--- config.mk ---
export PLATFORM = sky130hd
export DESIGN_NAME = life_sequencer
export DESIGN_NICKNAME = d
export VERILOG_FILES = /design/src/rtl/life_pkg.sv /design/src/rtl/life_row_counter.sv /design/src/rtl/life_sequencer.sv
export SDC_FILE = /design/constraint.sdc
export NUM_CORES = 1
export LEC_CHECK = 0
export BUFFER_PORTS_ARGS = -buffer_cell sky130_fd_sc_hd__buf_2
export CAP_MARGIN = 20
export CORE_MARGIN = 5
export CORE_UTILIZATION = 28
export CTS_BUF_LIST = sky130_fd_sc_hd__clkbuf_4 sky130_fd_sc_hd__clkbuf_8 sky130_fd_sc_hd__clkbuf_16
export DETAILED_ROUTE_END_ITERATION = 7
export REMOVE_ABC_BUFFERS = 1
export SYNTH_ARGS = -nofsm -noshare
export SYNTH_HDL_FRONTEND = slang
export SYNTH_SLANG_ARGS = --single-unit
--- constraint.sdc ---
create_clock -name i_clk -period 3 [get_ports i_clk]
set_input_delay 0.45 -clock i_clk [delete_from_list [all_inputs] [get_ports i_clk]]
set_output_delay 0.45 -clock i_clk [all_outputs]
set_load 0.02 [all_outputs]
--- src/rtl/life_pkg.sv ---
// life_pkg: shared FSM state encoding and strobe decode for the life sequencer.
//   Contents: state_t (IDLE/LOAD/COMPUTE/STORE/NEXT), strobes_t, decode().
package life_pkg;

    typedef enum logic [2:0] {
        IDLE    = 3'd0,
        LOAD    = 3'd1,
        COMPUTE = 3'd2,
        STORE   = 3'd3,
        NEXT    = 3'd4
    } state_t;

    typedef struct packed {
        logic write_array;
        logic run;
        logic write_mem;
        logic busy;
    } strobes_t;

    // Every strobe is a pure function of the state register, so an
    // asynchronous reset of the state clears them with no clock edge.
    function automatic strobes_t decode(input state_t s);
        return '{write_array: s == LOAD,
                 run:         s == COMPUTE,
                 write_mem:   s == STORE,
                 busy:        s != IDLE};
    endfunction

endpackage

--- src/rtl/life_row_counter.sv ---
// life_row_counter: row index register with increment, clear and last-row flag.
//   i_clk, i_rst : clock, asynchronous active-high reset
//   i_inc        : advance to the next row
//   i_clr        : return to row 0 (wins over i_inc)
//   o_row        : current row index
//   o_last       : current row is ROWS-1
module life_row_counter #(
    parameter int ROWS  = 16,
    parameter int ROW_W = 4
) (
    input  logic             i_clk,
    input  logic             i_rst,
    input  logic             i_inc,
    input  logic             i_clr,
    output logic [ROW_W-1:0] o_row,
    output logic             o_last
);

    logic [ROW_W-1:0] r_row;

    always_ff @(posedge i_clk or posedge i_rst) begin
        if (i_rst)
            r_row <= '0;
        else
            r_row <= i_clr ? '0 : (i_inc ? r_row + ROW_W'(1) : r_row);
    end

    assign o_row  = r_row;
    assign o_last = r_row == ROW_W'(ROWS - 1);

endmodule

--- src/rtl/life_sequencer.sv ---
// life_sequencer: sweeps board rows through load/compute/store once per generation.
//   i_clk, i_rst    : clock, asynchronous active-high reset
//   i_start/i_stop  : arm/disarm continuous mode (stop wins)
//   i_step          : run one generation from IDLE
//   i_frame_tick    : starts a generation from IDLE when continuous mode is armed
//   i_mem_ready     : memory accepts the row write; STORE holds until it is high
//   o_row           : row being processed
//   o_write_array, o_run, o_write_mem : per-state strobes (LOAD, COMPUTE, STORE)
//   o_busy          : generation in progress
//   o_continuous    : continuous mode armed
//   o_gen_done      : one-cycle pulse in the final NEXT of a generation
//   o_gen_count     : completed generations, wrapping
module life_sequencer
    import life_pkg::*;
#(
    parameter int ROWS  = 16,
    parameter int ROW_W = 4,
    parameter int GEN_W = 16
) (
    input  logic             i_clk,
    input  logic             i_rst,
    input  logic             i_start,
    input  logic             i_stop,
    input  logic             i_step,
    input  logic             i_frame_tick,
    input  logic             i_mem_ready,
    output logic [ROW_W-1:0] o_row,
    output logic             o_write_array,
    output logic             o_run,
    output logic             o_write_mem,
    output logic             o_busy,
    output logic             o_continuous,
    output logic             o_gen_done,
    output logic [GEN_W-1:0] o_gen_count
);

    state_t           r_state;
    logic [GEN_W-1:0] r_gen_count;
    logic             r_continuous;
    logic             w_last;
    logic             w_next;
    strobes_t         w_strobes;

    assign w_next    = r_state == NEXT;
    assign w_strobes = decode(r_state);

    life_row_counter #(.ROWS(ROWS), .ROW_W(ROW_W)) u_row (
        .i_clk  (i_clk),
        .i_rst  (i_rst),
        .i_inc  (w_next && !w_last),
        .i_clr  (w_next && w_last),
        .o_row  (o_row),
        .o_last (w_last)
    );

    // Requests are honoured only in IDLE, so step/frame_tick while busy are
    // dropped rather than queued, and stop never aborts a running generation.
    always_ff @(posedge i_clk or posedge i_rst) begin
        if (i_rst) begin
            r_state      <= IDLE;
            r_gen_count  <= '0;
            r_continuous <= 1'b0;
        end else begin
            r_continuous <= i_stop ? 1'b0 : (i_start ? 1'b1 : r_continuous);
            case (r_state)
                IDLE:    if (i_step || (r_continuous && i_frame_tick)) r_state <= LOAD;
                LOAD:    r_state <= COMPUTE;
                COMPUTE: r_state <= STORE;
                STORE:   if (i_mem_ready) r_state <= NEXT;
                NEXT: begin
                    r_state <= w_last ? IDLE : LOAD;
                    if (w_last) r_gen_count <= r_gen_count + GEN_W'(1);
                end
                default: r_state <= IDLE;
            endcase
        end
    end

    assign o_write_array = w_strobes.write_array;
    assign o_run         = w_strobes.run;
    assign o_write_mem   = w_strobes.write_mem;
    assign o_busy        = w_strobes.busy;
    assign o_continuous  = r_continuous;
    assign o_gen_done    = w_next && w_last;
    assign o_gen_count   = r_gen_count;

endmodule

# == Word level (Yosys, flattened, before mapping) ==
# Index checks and enable logic that the tools add are counted.
# op_classes
add_sub_neg,2
reduce_logical,11
n_eq_ne,7
muxes,8
# op_table
op,n
"16-bit by 1-bit adder with 16-bit output, second input constant",1
3-bit one-hot mux with 5 select lines,1
4-bit 2-to-1 mux,2
"3-bit by 2-bit equality test with 1-bit output, second input constant",2
3-bit 2-to-1 mux,2
"4-bit by 1-bit adder with 4-bit output, second input constant",1
"4-bit equality test, second input constant",1
"2-bit inequality test, second input constant",2
2-bit AND reduction,2
2-bit nonzero test,2
"3-bit by 1-bit equality test with 1-bit output, second input constant",1
"3-bit equality test, second input constant",1
1-bit logical AND,3
3-bit logical NOT,1
1-bit 2-to-1 mux,3
3-bit nonzero test,1
1-bit logical NOT,1
1-bit logical OR,1
# totals
inputBits,7
word_cells,32
regBits,24
output_inout_bits,26

# == Depth between registers and ports, before layout ==
# Gate-level depths: netlist of run 1.
# logic_depth
word_depth,5
ltp_mapped,6
ltp_nobuf,5

# == Modules after synthesis ==
# From an unflattened synthesis of run 1, not the netlist that was laid out.
# hier_totals
cells_unflattened,101
hier_area_um2,1137.3
# modules_own_cells
mod,seq_area_each_um2,instances,cells_per_inst,area_each_um2
life_sequencer,500.5,1,83,934.6
life_row_counter,100.1,1,18,202.7

# == Worst setup path after synthesis of run 1 ==
# No wires, ideal clock.
# synth_timing
kind,register to register
start,register u_row.r_row[0] (netlist: u_row.o_row[0])
end,register r_gen_count[9] (netlist: o_gen_count[9])
path_stages_with_launch,6
arrival_ns,1.603
path_slack_ns,1.268
setup_time_ns,0.129
synth_period_minus_slack_ns,1.732
required_time_ns,2.871
path_buffers,0
path_cell_list,dfrtp_1 > ha_1 > nand4_1 > nor4_2 > nand4_1 > xnor2_1
# synth_between
elab_chain_len,2
# synth_rtl
element,line,text
"start, declared",life_row_counter.sv:19,logic [ROW_W-1:0] r_row;
"start signal, assigned",life_row_counter.sv:25,r_row <= i_clr ? '0 : (i_inc ? r_row + ROW_W'(1) : r_row);
4-bit equality test,life_row_counter.sv:29,assign o_last = r_row == ROW_W'(ROWS - 1);
2-bit AND reduction (no line),-,
"end signal, assigned",life_sequencer.sv:72,if (w_last) r_gen_count <= r_gen_count + GEN_W'(1);
"end, declared",life_sequencer.sv:38,logic [GEN_W-1:0] r_gen_count;
# Every way passes these cells.
# A chain may end at the register's enable or synchronous reset.

# == Final worst setup path of run 1 ==
# layout_timing
start,register r_state[0]
end,output o_gen_done
# layout_between
elab_chain_len,2
# layout_rtl
element,line,text
"start, declared",life_sequencer.sv:37,state_t r_state;
"start signal, assigned",life_sequencer.sv:71,r_state <= w_last ? IDLE : LOAD;
3-bit equality test,life_sequencer.sv:44,assign w_next = r_state == NEXT;
1-bit logical AND,life_sequencer.sv:84,assign o_gen_done = w_next && w_last;
"end, declared",life_sequencer.sv:33,"output logic o_gen_done,"
# Every way passes these cells.

==> impl_results.md, run 1 <==
- Hold path cells: 2
- Max Buffers Root-to-Sink: 2
- Nets: 142
- Core Rows: 22
- CTS H-Tree Depth: 1
- Hold Fails Final Rpt: 0
- End of the worst hold path: o_continuous
- Minimum clock period: ~2100 ps
- Multi-input gate area: 479 um2
- GPL Wtd Cong: 0.752
- # setup viols final: 0
- Setup TNS: 0 ps
- Die Span Y: 72.9 um
- Critical path buffers and inverters: 1
- Max frequency: 476 MHz
- Worst R2R End: o_gen_count[9]
- Setup repair bufs after CTS: 0
- Setup crit end kind: primary output
- Overall die width: 72.9 um
- Clock Sinks: 24
- Drt via density: 4.65
- Startpoint Class: flip-flop
- Clock latency on the worst-skew pair: 260 ps
- Most frequent cells in the layout: 32 x buf_2, 24 x dfrtp_1, 13 x xnor2_1
- Pleak: 0.675 nW
- Root buf cell: clkbuf_8
- Post-Layout Cell Count: about 180
- YS warnings: 0
- Pwr dens: 610 nW/um2
- Global route overflow: 0
- Via count: approximately 830
- Synth Instances: between 90 and 100
- RSZ-0062 raised after global routing: false
- CP required: 2550 ps
- FF+latch count, synth: 24
- Buffers on Ports: 32
- Post-CTS Resized: 0
- Layout cells sized above 1: 32.1%
- Wire per inst: 12.9 um
- Class of the worst hold path: in -> reg
- R2R cell count: 5
- CTS tree: yes
- Clock transition at the registers of the reported paths: 80 ps
- Slew margin rel.: 38.1%
- Sequential area share after synthesis: 54.2%
- Initial DRC count: 18
- CP delay by family, top: simple AND/OR/NAND/NOR gates
- First-pass GRT wire length: 3850 um
- Beginning of the worst hold path: i_stop
- Flop2flop setup slack: 1190 ps
- Core Area: 3740 um2
- Pins Over Slew Limit: 0
- Drt pass-1 iters: 4
- Post-route DRC: 0
- CTS Hold Bufs: 0
- Status: finished, final reports clean
- Max cap viols: 0
- Cell Chain, Critical Path: nor3b_4 > and4_1 > buf_2
- Netlist Area Pre-Place: 1110 um2
- Die area: 5310 um2
- Min Hold Slack: 326 ps
- Inst Count DP: 176
- Initial Utilization: between 20 and 30%
- Total GRT Usage: 9.33%
- Worst EP arrival: 1650 ps
- ANT cells: 0
- Total area of sequential cells: 601 um2
- CTS buffer count: 3
- Max IR drop VDD: 0.157 mV
- Average cell area after synthesis: 11.3 um2
- Worst slew pin tran: between 900 and 1000 ps
- IO Pins: 33
- P&R area growth vs syn: 22.5%
- Detailed Route WL: 2310 um
- Initial antenna violation count: 0
- Highest net fanout along the worst path: 9
- Crit share post-route: 70.0%
- Vias in the first global route: slightly below 800
- Largest net degree at the start of global routing: 25
- Crit Path Class: reg -> out
- Antenna-violating nets left: 0
- Dpl hpwl: 1800 um
- Worst setup startpoint: r_state[0]
- Worst R2R Start: u_row.o_row[0]
- Most common cell after layout, fill and taps aside: buf_2
- Clk_skew: 2.09 ps
- Critical-path top delay cell: dfrtp_1
- Fillers: 409
- Library cells used by synthesis: 27
- Crit path largest cell delay: 480 ps
[report_power, final]
part	switching, mW	internal, mW	total [mW]
clock	0.0938	0.0896	0.183
combinational	0.131	0.0893	0.221
sequential	0.0656	0.358	0.424
[metal layers]
layer | global-route usage [%] | part of all wire, % | vias up
met5 | 0 | 0 | -
met4 | 3.07 | 1.3 | 0
met3 | 2.48 | 7.0 | 2
met2 | 15.2 | 47 | 22
met1 | 11.9 | 45 | 402
li1 | - | - | 407
[logic make-up (layout without fill, tap and decap cells)]
logic type	Yosys count	in the layout	share of synthesized area, %
and+or+nand+nor	39	39	20.8
DFF	24	24	54.2
xor gates and xnor gates	16	16	13.3
adders and majority gates	2	2	2.26
muxes	3	3	2.94
AOI/OAI and AO/OA	8	8	3.95
buffers and inverters	6	39	2.49
[area by class of cell]
type / count / share of cell area [%]
sequential: 24 / 44.3
multi-input combinational: 68 / 35.3
timing repair buffer: 32 / 11.8
tap: 48 / 4.43
clock buffer: 3 / 3.04
inverter: 4 / 1.11
[cell usage after synthesis]
| master | n | area (um2) |
|---|---|---|
| ha_1 | 2 | 25.0 |
| inv_1 | 4 | 15.0 |
| mux2i_1 | 1 | 10.0 |
| xor2_2 | 1 | 16.3 |
| and4_1 | 1 | 8.76 |
| nand3_1 | 7 | 35.0 |
| a21oi_1 | 3 | 15.0 |
| nand4_1 | 7 | 43.8 |
| dfrtp_1 | 24 | 601 |
| xnor2_1 | 13 | 114 |
| mux2_2 | 2 | 22.5 |
| nor3_1 | 2 | 10.0 |
| o21bai_1 | 1 | 7.51 |
| nand4bb_1 | 1 | 11.3 |
| nor4_2 | 1 | 12.5 |
| a31oi_1 | 1 | 6.26 |
| nor2_1 | 7 | 26.3 |
| buf_4 | 1 | 7.51 |
| o21ai_0 | 3 | 15.0 |
| nor3_2 | 1 | 10.0 |
| nand2b_1 | 1 | 6.26 |
| buf_2 | 1 | 5.00 |
| nand2_1 | 8 | 30.0 |
| xor2_1 | 2 | 17.5 |
| or3_1 | 1 | 6.26 |
| nor3b_4 | 1 | 18.8 |
| and4_4 | 1 | 11.3 |
[per-stage QoR]
stage / utilization, % / cell area [um2] / total power [mW] / setup slack, ps
floorplan: - / 1090 / 0.571 / 1270
global placement: 35.1 / 1320 / 0.644 / 1200
detailed placement: 35.1 / 1320 / 0.654 / 1190
CTS: 36.2 / 1360 / 0.841 / 883
global route: 36.2 / 1360 / 0.886 / 766
finish: 36.2 / 1360 / 0.828 / 901
[registers in the layout, indices dropped and copies added (netlist names)]
| name | flops |
|---|---|
| o_continuous | 1 |
| o_gen_count | 16 |
| r_state | 3 |
| u_row.o_row | 4 |
[worst max-delay path by stage]
stage                     cells past startpoint  slack (ps)              to
after floorplan                               5        1270  o_gen_count[9]
after global placement                        3        1200      o_gen_done
after detailed placement                      3        1190      o_gen_done
after CTS                                     3         880      o_gen_done
after global routing                          3         770      o_gen_done
final                                         3         900      o_gen_done
[worst register-to-register path, delay by kind of cell (launching register included)]
family,cells,cell delay [ps]
xor gates and xnor gates,1,150
and+or+nand+nor,3,860
DFF,1,440
adders and majority gates,1,260
No activity file was read; power rests on OpenSTA's default activity.
==> run 2: changes to the inputs <==
- clock period: 3 -> 2 ns (I/O delays scaled with it)
==> run 2 against run 1 <==
Against the previous run: critical path type unchanged; sequential share of layout area down 0.49 points; sequential power up 50%; die area unchanged; combinational power up 51%; setup slack worse by 730 ps; hold slack worse by 260 ps; final area up 1.1%.
==> impl_results.md, run 2 (same netlist as run 1, synthesis figures left out) <==
- Psw: 0.428 mW (+47%)
- Initial Utilization: 29.6% (unchanged)
- Fillers: 412 (+0.73%)
- Nets: 144 (+1.4%)
- Sw frac: 34.6% (-0.56 points)
- Clock transition at the registers of the reported paths: 70 ps (about the same)
- Vias in the first global route: 851 (+6.9%)
- Post-route DRC: 0 (unchanged)
- M2 GR Usage: 15.2% (unchanged)
- Via count: 838 (+0.60%)
- Root buf cell: clkbuf_8
- CP Capture Point: o_gen_done
- Setup Slack @ Placement: 232 ps (-953 ps)
- Clock power share: 22.0% (-0.2 points)
- Overall die width: 72.9 um (unchanged)
- Status: finished, final reports clean
- Worst R2R End: o_gen_count[9]
- M1 GR Usage: 10.3% (-1.6 points)
- Worst R2R Start: u_row.o_row[0]
- Finished Cell Area: 1370 um2 (+1.1%)
- Core Area: 3740 um2 (unchanged)
- Buffers on Ports: 32 (unchanged)
- Dpl hpwl: 1750 um (-3.0%)
- Total GRT Usage: 8.87% (-0.46 points)
- Slew margin rel.: 69.1% (+31 points)
- Initial DRC count: 19 (+1)
- Drt via density: 4.63 (-0.51%)
- Met3 usage: 3.31% (+0.83 points)
- Crit share post-route: 91.6%
- GR peak layer: met2
- Core Rows: 22 (unchanged)
- Initial antenna violation count: 0 (unchanged)
- Drt pass-1 iters: 4 (unchanged)
- Multi-input gate area: 479 um2 (unchanged)
- Minimum clock period: 1830 ps
- Most common cell after layout, fill and taps aside: buf_2
- Pins Over Slew Limit: 0 (unchanged)
- Global route overflow: 0 (unchanged)
- Setup repair bufs after CTS: 0 (unchanged)
- CTS Hold Bufs: 0 (unchanged)
- Startpoint Class: flip-flop
- Setup crit end kind: primary output
- Max cap viols: 0 (unchanged)
- Max IR drop VDD: 0.303 mV (+93%)
- Comb pwr share: 26.9% (+0.3 points)
- Post-DP Area: 1330 um2 (+1.1%)
- R2R cell count: 5 (unchanged)
- P&R area growth vs syn: 23.8%
- Hold Fails Final Rpt: 0 (unchanged)
- Internal Power: 0.811 mW (+51%)
- Detailed Route WL: 2210 um (-4.2%)
- GPL Wtd Cong: 0.740 (-1.6%)
- Worst slew pin tran: 460 ps (-467 ps)
- Highest net fanout along the worst path: 8 (-1)
- Pwr dens: 903 nW/um2 (+48%)
- Worst setup startpoint: r_state[1]
- CTS tree: yes
- Setup TNS: 0 ps (unchanged)
- Sequential Power Share: 51.2% (about the same)
- CP required: 1700 ps (-850 ps)
- Setup WS post-layout: 168 ps (-733 ps)
- # setup viols final: 0 (unchanged)
- Die Span Y: 72.9 um (unchanged)
- RSZ-0062 raised after global routing: false
- Antenna-violating nets left: 0 (unchanged)
- Max Buffers Root-to-Sink: 2 (unchanged)
- Total area of sequential cells: 601 um2 (unchanged)
- Clk_skew: 4.10 ps (+2.01 ps)
- Largest net degree at the start of global routing: 25 (unchanged)
- Class of the worst hold path: in -> async
- Post-CTS Resized: 0 (unchanged)
- Clock Sinks: 24 (unchanged)
- Flop2flop setup slack: 240 ps (-950 ps)
- Worst EP arrival: 1530 ps (-120 ps)
- Crit Path Class: reg -> out
- Wire per inst: 12.2 um (-5.3%)
- Clock latency on the worst-skew pair: 260 ps (about the same)
- CTS buffer count: 3 (unchanged)
- Max reg flops: 16 (unchanged)
- Die area: 5310 um2 (unchanged)
- Layout cells sized above 1: 33.1% (+1.0 points)
- ANT cells: 0 (unchanged)
- Pleak: 0.685 nW (+1.5%)
- CTS H-Tree Depth: 1 (unchanged)
- Most frequent cells in the layout: 32 x buf_2, 24 x dfrtp_1, 13 x xnor2_1
- IO Pins: 33 (unchanged)
- First-pass GRT wire length: 3770 um (-2.2%)
- Max frequency: 546 MHz
[run 2: power by group through the flow]
stage	sequential [mW]	clock (mW)	combinational [mW]
floorplan	0.656	0	0.201
global placement	0.637	0	0.329
detailed placement	0.642	0	0.343
CTS	0.634	0.285	0.343
global route	0.650	0.308	0.367
finish	0.634	0.272	0.333
[run 2: worst max-delay path: stages, from the launching register on]
cell,delay [ps]
dfrtp_1,480
nor3b_4,230
and4_1,350
buf_2,210
[run 2: cell type report]
type	instances	share of cell area, %
Inverter	4	1.09
Clock buffer	3	3.01
Timing Repair Buffer	34	12.8
Tap cell	48	4.38
Multi-Input combinational cell	68	34.9
Sequential cell	24	43.8
[run 2: through the flow]
step	total power [mW]	instances	util (%)	hold WS (ps)
after floorplan	0.856	96	-	315
after global placement	0.966	178	35.5	362
after detailed placement	0.985	178	35.5	364
after CTS	1.26	181	36.6	78.1
after global routing	1.33	181	36.6	103
final	1.24	181	36.6	69.5
[run 2: worst min path at each step]
stage	from	end	slack, ps
after floorplan	i_rst	o_continuous	310
after global placement	i_rst	o_gen_count[7]	360
after detailed placement	i_rst	o_gen_count[9]	360
after CTS	i_rst	u_row.o_row[0]	80
after global routing	i_rst	o_gen_count[8]	100
final	i_rst	o_gen_count[9]	70
[run 2: routing by layer]
layer	up-vias	share of wire (%)
met2	20	51
met3	0	8.1
met5	-	0
li1	409	-
met1	409	41
met4	0	0
==> run 3: changes to the inputs <==
- ABC_AREA: unset -> 1
- CELL_PAD_IN_SITES_DETAIL_PLACEMENT: unset -> 1
- CELL_PAD_IN_SITES_GLOBAL_PLACEMENT: unset -> 2
- HOLD_SLACK_MARGIN: unset -> 0.06
- PLACE_DENSITY_LB_ADDON: unset -> 0.1
==> run 3 against run 2 <==
Against the previous run: wire length grew 32%; largest cell class unchanged; count of clock-buffer cells in the layout grew 1; final cell count grew 28%; sequential cell count is the same; first-iteration DRC count grew 89%; area after synthesis grew 13%; critical path type unchanged; highest routed layer is now met4.
==> impl_results.md, run 3 <==
- YS warnings: 0 (unchanged)
- Most common cell after layout, fill and taps aside: nand2_1
- Vias in the first global route: 1167 (+37%)
- CP required: 1700 ps (about the same)
- Clock Sinks: 24 (unchanged)
- Critical path buffers and inverters: 1 (unchanged)
- Core Rows: 24 (+9.1%)
- Status: finished, final reports clean
- GPL Wtd Cong: 0.753 (+1.8%)
- Layout cells sized above 1: 27.4% (-5.7 points)
- CTS tree: yes
- CTS Hold Bufs: 0 (unchanged)
- IO Pins: 33 (unchanged)
- Main area contributors after synthesis: dfrtp_1 48%, nand2_1 13%, nor2_1 5.4%
- Clock latency on the worst-skew pair: 260 ps (about the same)
- Post-CTS Resized: 0 (unchanged)
- Max Buffers Root-to-Sink: 2 (unchanged)
- Initial antenna violation count: 0 (unchanged)
- Average cell area after synthesis: 8.72 um2 (-23%)
- ANT cells: 0 (unchanged)
- Buffers on Ports: 32 (unchanged)
- Via count: 1032 (+23%)
- Inst Count DP: 227 (+28%)
- Antenna-violating nets left: 0 (unchanged)
- Library cells used by synthesis: 24 (-11%)
- Crit path largest cell delay: 420 ps (-60 ps)
- Post-synth ARST share: 100% (unchanged)
- Post-synth top flop: dfrtp_1
- # setup viols final: 0 (unchanged)
- Drt via density: 4.47 (-3.5%)
- Root buf cell: clkbuf_8
- Setup crit end kind: primary output
- CTS buffer count: 3 (unchanged)
- CTS H-Tree Depth: 1 (unchanged)
- Most frequent cells in the layout: 42 x nand2_1, 32 x buf_2, 24 x dfrtp_1
- Pwr dens: 910 nW/um2 (+0.70%)
- Post-synth EDFFs: 0 (unchanged)
- Overall die width: 76.7 um (+5.3%)
- Initial DRC count: 36 (+17)
- First-pass GRT wire length: 5310 um (+41%)
- Die area: 5890 um2 (+11%)
- Drt pass-1 iters: 2 (-2)
- Initial Utilization: 28.8% (-0.73 points)
- Synth top area share: 48.1% (-6.1 points)
- Crit Path Class: reg -> out
- Class of the worst hold path: in -> async
- Slew margin rel.: 78.5% (+9.4 points)
- Largest net degree at the start of global routing: 25 (unchanged)
- Post-DP Area: 1470 um2 (+10%)
- Yosys top cell by area: dfrtp_1
- Hold Fails Final Rpt: 0 (unchanged)
- Synth cell count leaders: 42 x nand2_1, 24 x dfrtp_1, 18 x nor2_1
- Die Span Y: 76.7 um (+5.3%)
- Most frequent cell after synthesis: nand2_1
- FF+latch count, synth: 24 (unchanged)
- Core Area: 4320 um2 (+16%)
- Nets: 189 (+31%)
- Clock transition at the registers of the reported paths: 80 ps (about the same)
- Max IR drop VDD: 0.250 mV (-17%)
- Post-route DRC: 0 (unchanged)
- Wire per inst: 12.6 um (+3.4%)
- Post-Layout Cell Count: 231 (+28%)
- Finished Cell Area: 1520 um2 (+11%)
- Total GRT Usage: 10.7% (+1.9 points)
- Cell Chain, Critical Path: ha_1 > nand3_2 > nor2_8 > buf_2
- Setup TNS: 0 ps (unchanged)
- RSZ-0062 raised after global routing: false
- Pins Over Slew Limit: 0 (unchanged)
- Fillers: 553 (+34%)
- Crit share post-route: 92.4% (+0.79 points)
- Max reg flops: 16 (unchanged)
- Dpl hpwl: 2310 um (+32%)
- Pleak: 0.838 nW (+22%)
- Synth Instances: 143 (+46%)
- Max cap viols: 0 (unchanged)
- Sequential area share after synthesis: 48.1% (-6.1 points)
- Clk_skew: 2.15 ps (-1.94 ps)
- Detailed Route WL: 2910 um (+32%)
- Max frequency: 541 MHz (-0.85%)
- P&R area growth vs syn: 21.9%
- Netlist Area Pre-Place: 1250 um2 (+13%)
- Worst EP arrival: 1550 ps (+20 ps)
- Worst slew pin tran: 322 ps (-138 ps)
- Highest net fanout along the worst path: 13 (+5)
- Minimum clock period: 1850 ps (+15.8 ps)
- Startpoint Class: flip-flop
- Flop2flop setup slack: 390 ps (+150 ps)
- Setup repair bufs after CTS: 0 (unchanged)
- Critical-path top delay cell: dfrtp_1
- Global route overflow: 0 (unchanged)
- CP delay by family, top: simple AND/OR/NAND/NOR gates
==> run 3: power breakdown <==
part           total, mW  switching [mW]  internal [mW]
registers          0.634          0.0837          0.551
logic              0.420           0.272          0.148
clock network      0.329           0.153          0.176
total               1.38           0.509          0.874
==> run 3: tightest hold or removal path: stages <==
cell and delay [ps]:
buf_2 90, inv_1 40, buf_4 300
==> run 3: cell type report <==
class                           instances  area, um2  area share, %
Tap cell                               52       65.1           4.28
Sequential cell                        24        601           39.5
Clock buffer                            4       55.1           3.62
Timing Repair Buffer                   33        168           11.0
Multi-Input combinational cell        103        576           37.9
Inverter                               15       56.3           3.70
==> run 3: final timing paths <==
check                                    start              end  depth (start not counted)
worst max register to register  u_row.o_row[0]  o_gen_count[11]                          6
worst min register to register  o_gen_count[4]   o_gen_count[4]                          1
max in group asynchronous                i_rst   u_row.o_row[3]                          3
worst min-delay path                     i_rst   o_gen_count[6]                          3
min in group i_clk                      i_stop     o_continuous                          2
worst max-delay path            u_row.o_row[0]       o_gen_done                          4
==> run 3: metal layers <==
metal	part of all wire (%)	wire length (um)	track usage, %	vias to the layer above
met1	43	1250	12.8	490
li1	-	-	-	520
met3	4.1	118	2.34	4
met5	0	0	0	-
met4	1.1	32	3.67	0
met2	52	1520	18.8	18
==> run 3: logic make-up after synthesis <==
group / count (synthesis) / share of synthesized area, %
simple gates: 79 / 31.9
flops: 24 / 48.1
buf+inv: 16 / 5.72
compound gates: 11 / 4.51
xor+xnor: 11 / 7.72
fa+ha+maj: 2 / 2.01
==> run 3: per-stage QoR <==
step,hold WS (ps),power [mW],worst slack [ps],util (%)
2_1_floorplan,315,0.934,373,-
3_3_place_gp,369,1.06,478,33.9
3_5_place_dp,373,1.08,370,33.9
4_1_cts,78.0,1.41,112,35.2
5_1_grt,97.9,1.49,3.46,35.2
6_report,67.0,1.38,152,35.2
